===== src/rtl/ahb_bus_decoder_mux_if.sv =====
// AHB-Lite decoder/mux bus bundle: master address phase, slave responses and the
// multiplexed response back to the master.
interface ahb_bus_decoder_mux_if #(
  parameter int unsigned NUM_SLAVES = 2
);
  logic [31:0]              haddr;
  logic [1:0]               htrans;
  logic                     hready;
  logic                     hresp;
  logic [31:0]              hrdata;
  logic [NUM_SLAVES-1:0]    hsel;
  logic [NUM_SLAVES-1:0]    s_hreadyout;
  logic [NUM_SLAVES-1:0]    s_hresp;
  logic [32*NUM_SLAVES-1:0] s_hrdata;

  // Bus master plus slaves: everything that feeds the decoder.
  modport master (
    output haddr, htrans, s_hreadyout, s_hresp, s_hrdata,
    input  hready, hresp, hrdata, hsel
  );

  // The decoder/mux itself.
  modport slave (
    input  haddr, htrans, s_hreadyout, s_hresp, s_hrdata,
    output hready, hresp, hrdata, hsel
  );
endinterface


===== src/rtl/ahb_bus_decoder_mux.sv =====
// AHB-Lite address decoder and data-phase response mux with a built-in default
// slave that answers unmapped NONSEQ/SEQ transfers with a two-cycle ERROR.
module ahb_bus_decoder_mux #(
  parameter int unsigned                 NUM_SLAVES = 2,
  parameter logic [NUM_SLAVES-1:0][31:0] SLAVE_BASE = {32'h1000_0000, 32'h0000_0000},
  parameter logic [NUM_SLAVES-1:0][31:0] SLAVE_MASK = {32'hF000_0000, 32'hF000_0000}
) (
  input  logic                clk,
  input  logic                rst,
  ahb_bus_decoder_mux_if.slave bus,
  output logic [15:0]         err_count
);

  typedef enum logic [1:0] {StOk, StErr1, StErr2} state_e;

  localparam logic [NUM_SLAVES:0] DselDefault = {1'b1, {NUM_SLAVES{1'b0}}};

  state_e                state_q, state_d;
  logic [NUM_SLAVES:0]   dsel_q, dsel_d;
  logic [15:0]           err_count_q, err_count_d;
  logic [NUM_SLAVES-1:0] hit_sel;
  logic                  hit_any;
  logic                  hready, hresp;
  logic [31:0]           hrdata;
  logic                  fsm_hready, fsm_hresp;

  // Scan from the top down so the lowest matching index ends up selected.
  always_comb begin
    hit_sel = '0;
    hit_any = 1'b0;
    for (int i = int'(NUM_SLAVES) - 1; i >= 0; i--) begin
      if ((bus.haddr & SLAVE_MASK[i]) == SLAVE_BASE[i]) begin
        hit_sel    = '0;
        hit_sel[i] = 1'b1;
        hit_any    = 1'b1;
      end
    end
  end

  assign fsm_hready = (state_q != StErr1);
  assign fsm_hresp  = (state_q != StOk);

  always_comb begin
    hready = 1'b0;
    hresp  = 1'b0;
    hrdata = '0;
    if (dsel_q[NUM_SLAVES]) begin
      hready = fsm_hready;
      hresp  = fsm_hresp;
    end else begin
      for (int i = 0; i < int'(NUM_SLAVES); i++) begin
        if (dsel_q[i]) begin
          hready = bus.s_hreadyout[i];
          hresp  = bus.s_hresp[i];
          hrdata = bus.s_hrdata[32*i +: 32];
        end
      end
    end
  end

  assign bus.hsel   = hit_sel;
  assign bus.hready = hready;
  assign bus.hresp  = hresp;
  assign bus.hrdata = hrdata;
  assign err_count  = err_count_q;

  always_comb begin
    state_d     = state_q;
    err_count_d = err_count_q;
    dsel_d      = hready ? {~hit_any, hit_sel} : dsel_q;
    case (state_q)
      StOk:    if (hready && bus.htrans[1] && !hit_any) state_d = StErr1;
      StErr1:  state_d = StErr2;
      // Second ERROR cycle is also an address-phase sample point.
      StErr2:  state_d = (bus.htrans[1] && !hit_any) ? StErr1 : StOk;
      default: state_d = StOk;
    endcase
    if (state_d == StErr1 && err_count_q != 16'hFFFF) begin
      err_count_d = err_count_q + 16'd1;
    end
  end

  always_ff @(posedge clk) begin
    if (rst) begin
      state_q     <= StOk;
      dsel_q      <= DselDefault;
      err_count_q <= '0;
    end else begin
      state_q     <= state_d;
      dsel_q      <= dsel_d;
      err_count_q <= err_count_d;
    end
  end

endmodule


===== src/flat_wrapper.sv =====
// flat-port wrapper written by rule: the top's interface ports become plain ports
module ahb_bus_decoder_mux_flat 
#(
  parameter int unsigned                 NUM_SLAVES = 2,
  parameter logic [NUM_SLAVES-1:0][31:0] SLAVE_BASE = {32'h1000_0000, 32'h0000_0000},
  parameter logic [NUM_SLAVES-1:0][31:0] SLAVE_MASK = {32'hF000_0000, 32'hF000_0000}
)
  (clk, rst, err_count, bus_haddr, bus_htrans, bus_s_hreadyout, bus_s_hresp, bus_s_hrdata, bus_hready, bus_hresp, bus_hrdata, bus_hsel);
  ahb_bus_decoder_mux_if #(.NUM_SLAVES(NUM_SLAVES)) bus_i ();
  input  logic clk;
  input  logic rst;
  output logic [15:0] err_count;
  input wire logic [$bits(bus_i.haddr)-1:0] bus_haddr;
  input wire logic [$bits(bus_i.htrans)-1:0] bus_htrans;
  input wire logic [$bits(bus_i.s_hreadyout)-1:0] bus_s_hreadyout;
  input wire logic [$bits(bus_i.s_hresp)-1:0] bus_s_hresp;
  input wire logic [$bits(bus_i.s_hrdata)-1:0] bus_s_hrdata;
  output wire logic [$bits(bus_i.hready)-1:0] bus_hready;
  output wire logic [$bits(bus_i.hresp)-1:0] bus_hresp;
  output wire logic [$bits(bus_i.hrdata)-1:0] bus_hrdata;
  output wire logic [$bits(bus_i.hsel)-1:0] bus_hsel;
  assign bus_i.haddr = bus_haddr;
  assign bus_i.htrans = bus_htrans;
  assign bus_i.s_hreadyout = bus_s_hreadyout;
  assign bus_i.s_hresp = bus_s_hresp;
  assign bus_i.s_hrdata = bus_s_hrdata;
  assign bus_hready = bus_i.hready;
  assign bus_hresp = bus_i.hresp;
  assign bus_hrdata = bus_i.hrdata;
  assign bus_hsel = bus_i.hsel;
  ahb_bus_decoder_mux #(.NUM_SLAVES(NUM_SLAVES), .SLAVE_BASE(SLAVE_BASE), .SLAVE_MASK(SLAVE_MASK)) u_core (.clk(clk), .rst(rst), .bus(bus_i), .err_count(err_count));
endmodule

===== config.mk =====
export PLATFORM = sky130hd
export DESIGN_NAME = ahb_bus_decoder_mux_flat
export DESIGN_NICKNAME = d
export VERILOG_FILES = /design/src/rtl/ahb_bus_decoder_mux_if.sv /design/src/rtl/ahb_bus_decoder_mux.sv /design/src/flat_wrapper.sv
export SDC_FILE = /design/constraint.sdc
export NUM_CORES = 1
export LEC_CHECK = 0
export ABC_AREA = 1
export CELL_PAD_IN_SITES_DETAIL_PLACEMENT = 1
export CELL_PAD_IN_SITES_GLOBAL_PLACEMENT = 1
export CORE_UTILIZATION = 19
export CTS_CLUSTER_DIAMETER = 200
export DETAILED_ROUTE_END_ITERATION = 12
export GPL_ROUTABILITY_DRIVEN = 0
export PLACE_DENSITY_LB_ADDON = 0.2
export SLEW_MARGIN = 30
export SYNTH_ARGS = -nofsm -noshare
export SYNTH_HDL_FRONTEND = slang
export SYNTH_SLANG_ARGS = --single-unit

===== constraint.sdc =====
create_clock -name clk -period 2.1 [get_ports clk]
set_clock_uncertainty 0.15 [all_clocks]
set_input_delay 0.42 -clock clk [delete_from_list [all_inputs] [get_ports clk]]
set_output_delay 0.42 -clock clk [all_outputs]
set_load 0.1 [all_outputs]

---- Word level (Yosys, flattened, before mapping) ----
Index checks and enable logic that the tools add are counted.
cells by class
  add/subtract/negate cells ............... 1
  multiplexer cells ....................... 16
  bitwise operators ....................... 1
  equal/unequal tests ..................... 6
  reductions and logical operators ........ 8
operators with widths
  operator                 number
  $mux W32                 3
  $logic_not A32 Y1        1
  $add A16 B1 Y16 const B  1
  $ne A16 B16 Y1 const B   1
  $mux W1                  9
  $mux W2                  3
  $pmux W2 S3              1
  $eq A2 B1 Y1 const B     2
  $eq A4 B1 Y1 const B     1
  $logic_and A1 B1 Y1      4
  $eq A2 B2 Y1 const B     1
  $logic_not A2 Y1         1
  $ne A2 B1 Y1 const B     1
  $reduce_bool A2 Y1       1
  $logic_not A1 Y1         1
  $not A1 Y1               1
storage, ports and cells
  flip-flop bits (word level) ............. 21
  bits of input ports ..................... 104
  output and inout port bits .............. 52

---- Depth between registers and ports, before layout ----
  depth after elaboration ................. 9
  gate-level depth with buffers ........... 11

---- Worst setup path before layout ----
Ideal clock, no wire load.
  path type ............................... reg2out
  start point ............................. reg u_core.dsel_q[1]
  end point ............................... out bus_hrdata[10]
  required time ........................... 1530 ps
  setup slack ............................. -854 ps
  stages on the path, launching flop included .. 6
  data arrival time ....................... 2384 ps
  cell sequence ........................... dfxtp_1 > buf_6 > nor2_1 > buf_2 > nand2_1 > a21oi_1
between the ends
  word-level cells in the longest chain between the ends .. 2
RTL lines
  what                    RTL line                   RTL
  from (decl)             ahb_bus_decoder_mux.sv:19  logic [NUM_SLAVES:0] dsel_q, dsel_d;
  from (signal assigned)  ahb_bus_decoder_mux.sv:86  dsel_q <= DselDefault;
  from (signal assigned)  ahb_bus_decoder_mux.sv:90  dsel_q <= dsel_d;
  $mux W32                ahb_bus_decoder_mux.sv:52  if (dsel_q[i]) begin
  $mux W32                ahb_bus_decoder_mux.sv:47  if (dsel_q[NUM_SLAVES]) begin
  to (decl)               flat_wrapper.sv:20         output wire logic [$bits(bus_i.hrdata)-1:0] bus_hrdata;
Every way passes these cells.

---- Worst setup path in the final report ----
  start point ............................. reg u_core.dsel_q[0]
  end point ............................... out bus_hrdata[0]
between the ends
  word-level cells in the longest chain between the ends .. 3
RTL lines
  what                   RTL line
  $mux W32 (2 in a row)  ahb_bus_decoder_mux.sv:52
  $mux W32               ahb_bus_decoder_mux.sv:47
Every way passes these cells.

==> out/summary.txt <==
share of Yosys cell area claimed by the top area cell type: 24.0%
multi-input logic area: 0.00159 mm^2
Placed Cells: 521
Root Driver: clkbuf_8
CTS tree: done
Worst Hold Path Cells: 1
DRC: 15
Ports: 156
Antenna diodes: 0
GRT Util Overall: 16.9%
most common cell in the synthesized netlist: nand2_1
Tmin final: 2.07 ns
post-synthesis sequential area ratio: 24.0%
r2r setup slk: 0.21 ns
row count: 34
R2R depth: 7
pwr dens: 381 mW/mm^2
Syn Inst Count: 286
Final nets: 529
CP arrival: 1.50 ns
Placed Area: 0.00412 mm^2
worst setup margin: 0.0306 ns
largest net degree at the start of global routing: 28
critical path class: register to output port
run status: complete, but fails checks
Routed WL per cell: 15.6 um
initial antenna violation count: 0
Layout area overhead: 146%
initial cell density of the core: 19.9%
Leak: 1.41 nW
worst-margin pin slew: 0.499 ns
H-tree levels: 1
Synth area leader: dfxtp_1
total gr overflow: 0
vias in the first global route: 2528
top post-synthesis cells by count: 109 x nand2_1, 40 x a21oi_1, 21 x dfxtp_1, 21 x nor2_1, 15 x inv_1
Die Area: 0.00960 mm^2
Final Slew Violations: 0
Syn Nets: 391
Die W: 98.0 um
Fin. Hold Viols: 0
first-pass GRT wire length: 13.1 mm
Starting DRT DRC Count: 78
worst-skew pair later-pin latency: 0.26 ns
Num CTS Buffers: 3
post-route cell area: 0.00431 mm^2
DPL Wire Length: 6.52 mm
Core Area: 0.00881 mm^2
Max-slew headroom: 66.6%
Core Util, Final: 48.9%
fraction of layout cells with a size suffix above 1: 40.0%
Syn. warnings: 0
Yosys reg bits: 21
vias per inst: 4.52
CP startpoint kind: register
hold_buf cts: 0
WP data required: 1.53 ns
CTS Sinks: 21
Clock Pin Slew Worst Setup and Hold Paths: 0.09 ns
Total Wirelength: 8.28 mm
clk buf depth: 2
post-route clock period utilization: 98.5%
pre-CTS WS: -0.204 ns
Non-Filler Instances: 531
fmax: 0.483 GHz
syn_area_per_cell: 6.12 um^2
ys flop type: dfxtp_1
post-synthesis cell type count: 31
# fillers: 997
Worst Path Max Fanout: 10
DR vias: 2398
post-route ant nets: 0
First-pass DRT Iterations: 9
port buffer count: 126
mapped cell area: 0.00175 mm^2
Final Setup Violations: 0
number of flops mapped to enable cells by yosys: 0
Max VDD drop: 0.279 mV
Critical Path Sink Type: output port
asr flop ratio synth: 0%
Worst Hold Class: register to register
max cap viols: 0
setup tns final: 0 ns
Die Height: 98.0 um
largest cells by area after synthesis: dfxtp_1 24%, nand2_1 23%, a21oi_1 11%
Reg area: 444 um^2
failing checks: DRC
-- sequential cells by signal, summed over array words and instances (netlist names) --
register / cells
u_core.dsel_q: 3
u_core.err_count: 16
u_core.state_q: 2
-- critical path, stage by stage, from the launching register on --
cell	delay [ns]
dfxtp_2	0.34
inv_2	0.05
nor2_4	0.12
buf_4	0.14
buf_12	0.12
nand2_1	0.10
a21oi_4	0.17
buf_12	0.19
-- timing repair --
action | in CTS | in global routing
pin swaps | 4 | 4
endpoints found under the setup margin | 36 | 40
gates resized for setup | 11 | 11
buffers inserted | 0 | 4
cloned | 0 | 2
-- layout make-up --
class / instances / area share, %
repair buffers: 148 / 47.0
well taps: 108 / 3.14
clock buffers: 3 / 0.958
flip-flops and latches: 21 / 10.3
clock inverters: 1 / 0.116
inverters: 16 / 1.51
multi-input cells: 234 / 37.0
-- kinds of logic after synthesis --
| group | after synthesis | share of synthesized area (%) |
|---|---|---|
| buffers and inverters | 31 | 8.72 |
| XOR/XNOR | 9 | 4.50 |
| AND/OR/NAND/NOR | 167 | 43.2 |
| AO/OA/AOI/OAI | 57 | 18.9 |
| flip-flops | 21 | 24.0 |
| adder cells (fa/ha/maj) | 1 | 0.715 |
-- metrics by stage --
stage / power, mW / hold slack, ns
2_1_floorplan: 0.955 / 0.251
3_3_place_gp: 1.31 / 0.259
3_5_place_dp: 1.32 / 0.275
4_1_cts: 1.61 / 0.289
5_1_grt: 1.72 / 0.323
6_report: 1.64 / 0.280
-- where the power goes --
group          internal [mW]  leakage [nW]  total [mW]  switching (mW)
Sequential             0.413         0.178       0.433          0.0201
Combinational          0.391          1.21       0.935           0.544
Clock                  0.132        0.0255       0.274           0.142
Total                  0.937          1.41        1.64           0.706
-- per-layer routing --
metal | track usage, % | share of wire, %
met1 | 20.7 | 41
met2 | 31.7 | 52
met3 | 1.79 | 5.7
met4 | 2.91 | 0.76
met5 | 0 | 0
-- final timing paths --
kind | start | end
setup / recovery | u_core.dsel_q[0]$_SDFFE_PP0N_ | bus_hrdata[0]
hold / removal | u_core.state_q[1]$_SDFF_PP0_ | u_core.state_q[1]$_SDFF_PP0_
setup reg to reg | u_core.err_count[0]$_SDFFE_PP0P_ | u_core.err_count[1]$_SDFFE_PP0P_
hold reg to reg | u_core.state_q[1]$_SDFF_PP0_ | u_core.state_q[1]$_SDFF_PP0_
-- cells in the final DEF (no fill, tap or decap), drive strengths merged, types with 3 or more instances in the layout --
cell and instances:
nand4 4, dfxtp 21, inv 15, nand2 124
xnor2 4, nor3 3, clkdlybuf4s50 72, o21ai 4
a21oi 50, nand3 11, nor2 23, clkbuf 5
xor2 5, buf 72
Note: power is estimated with default switching activity, not from simulation.
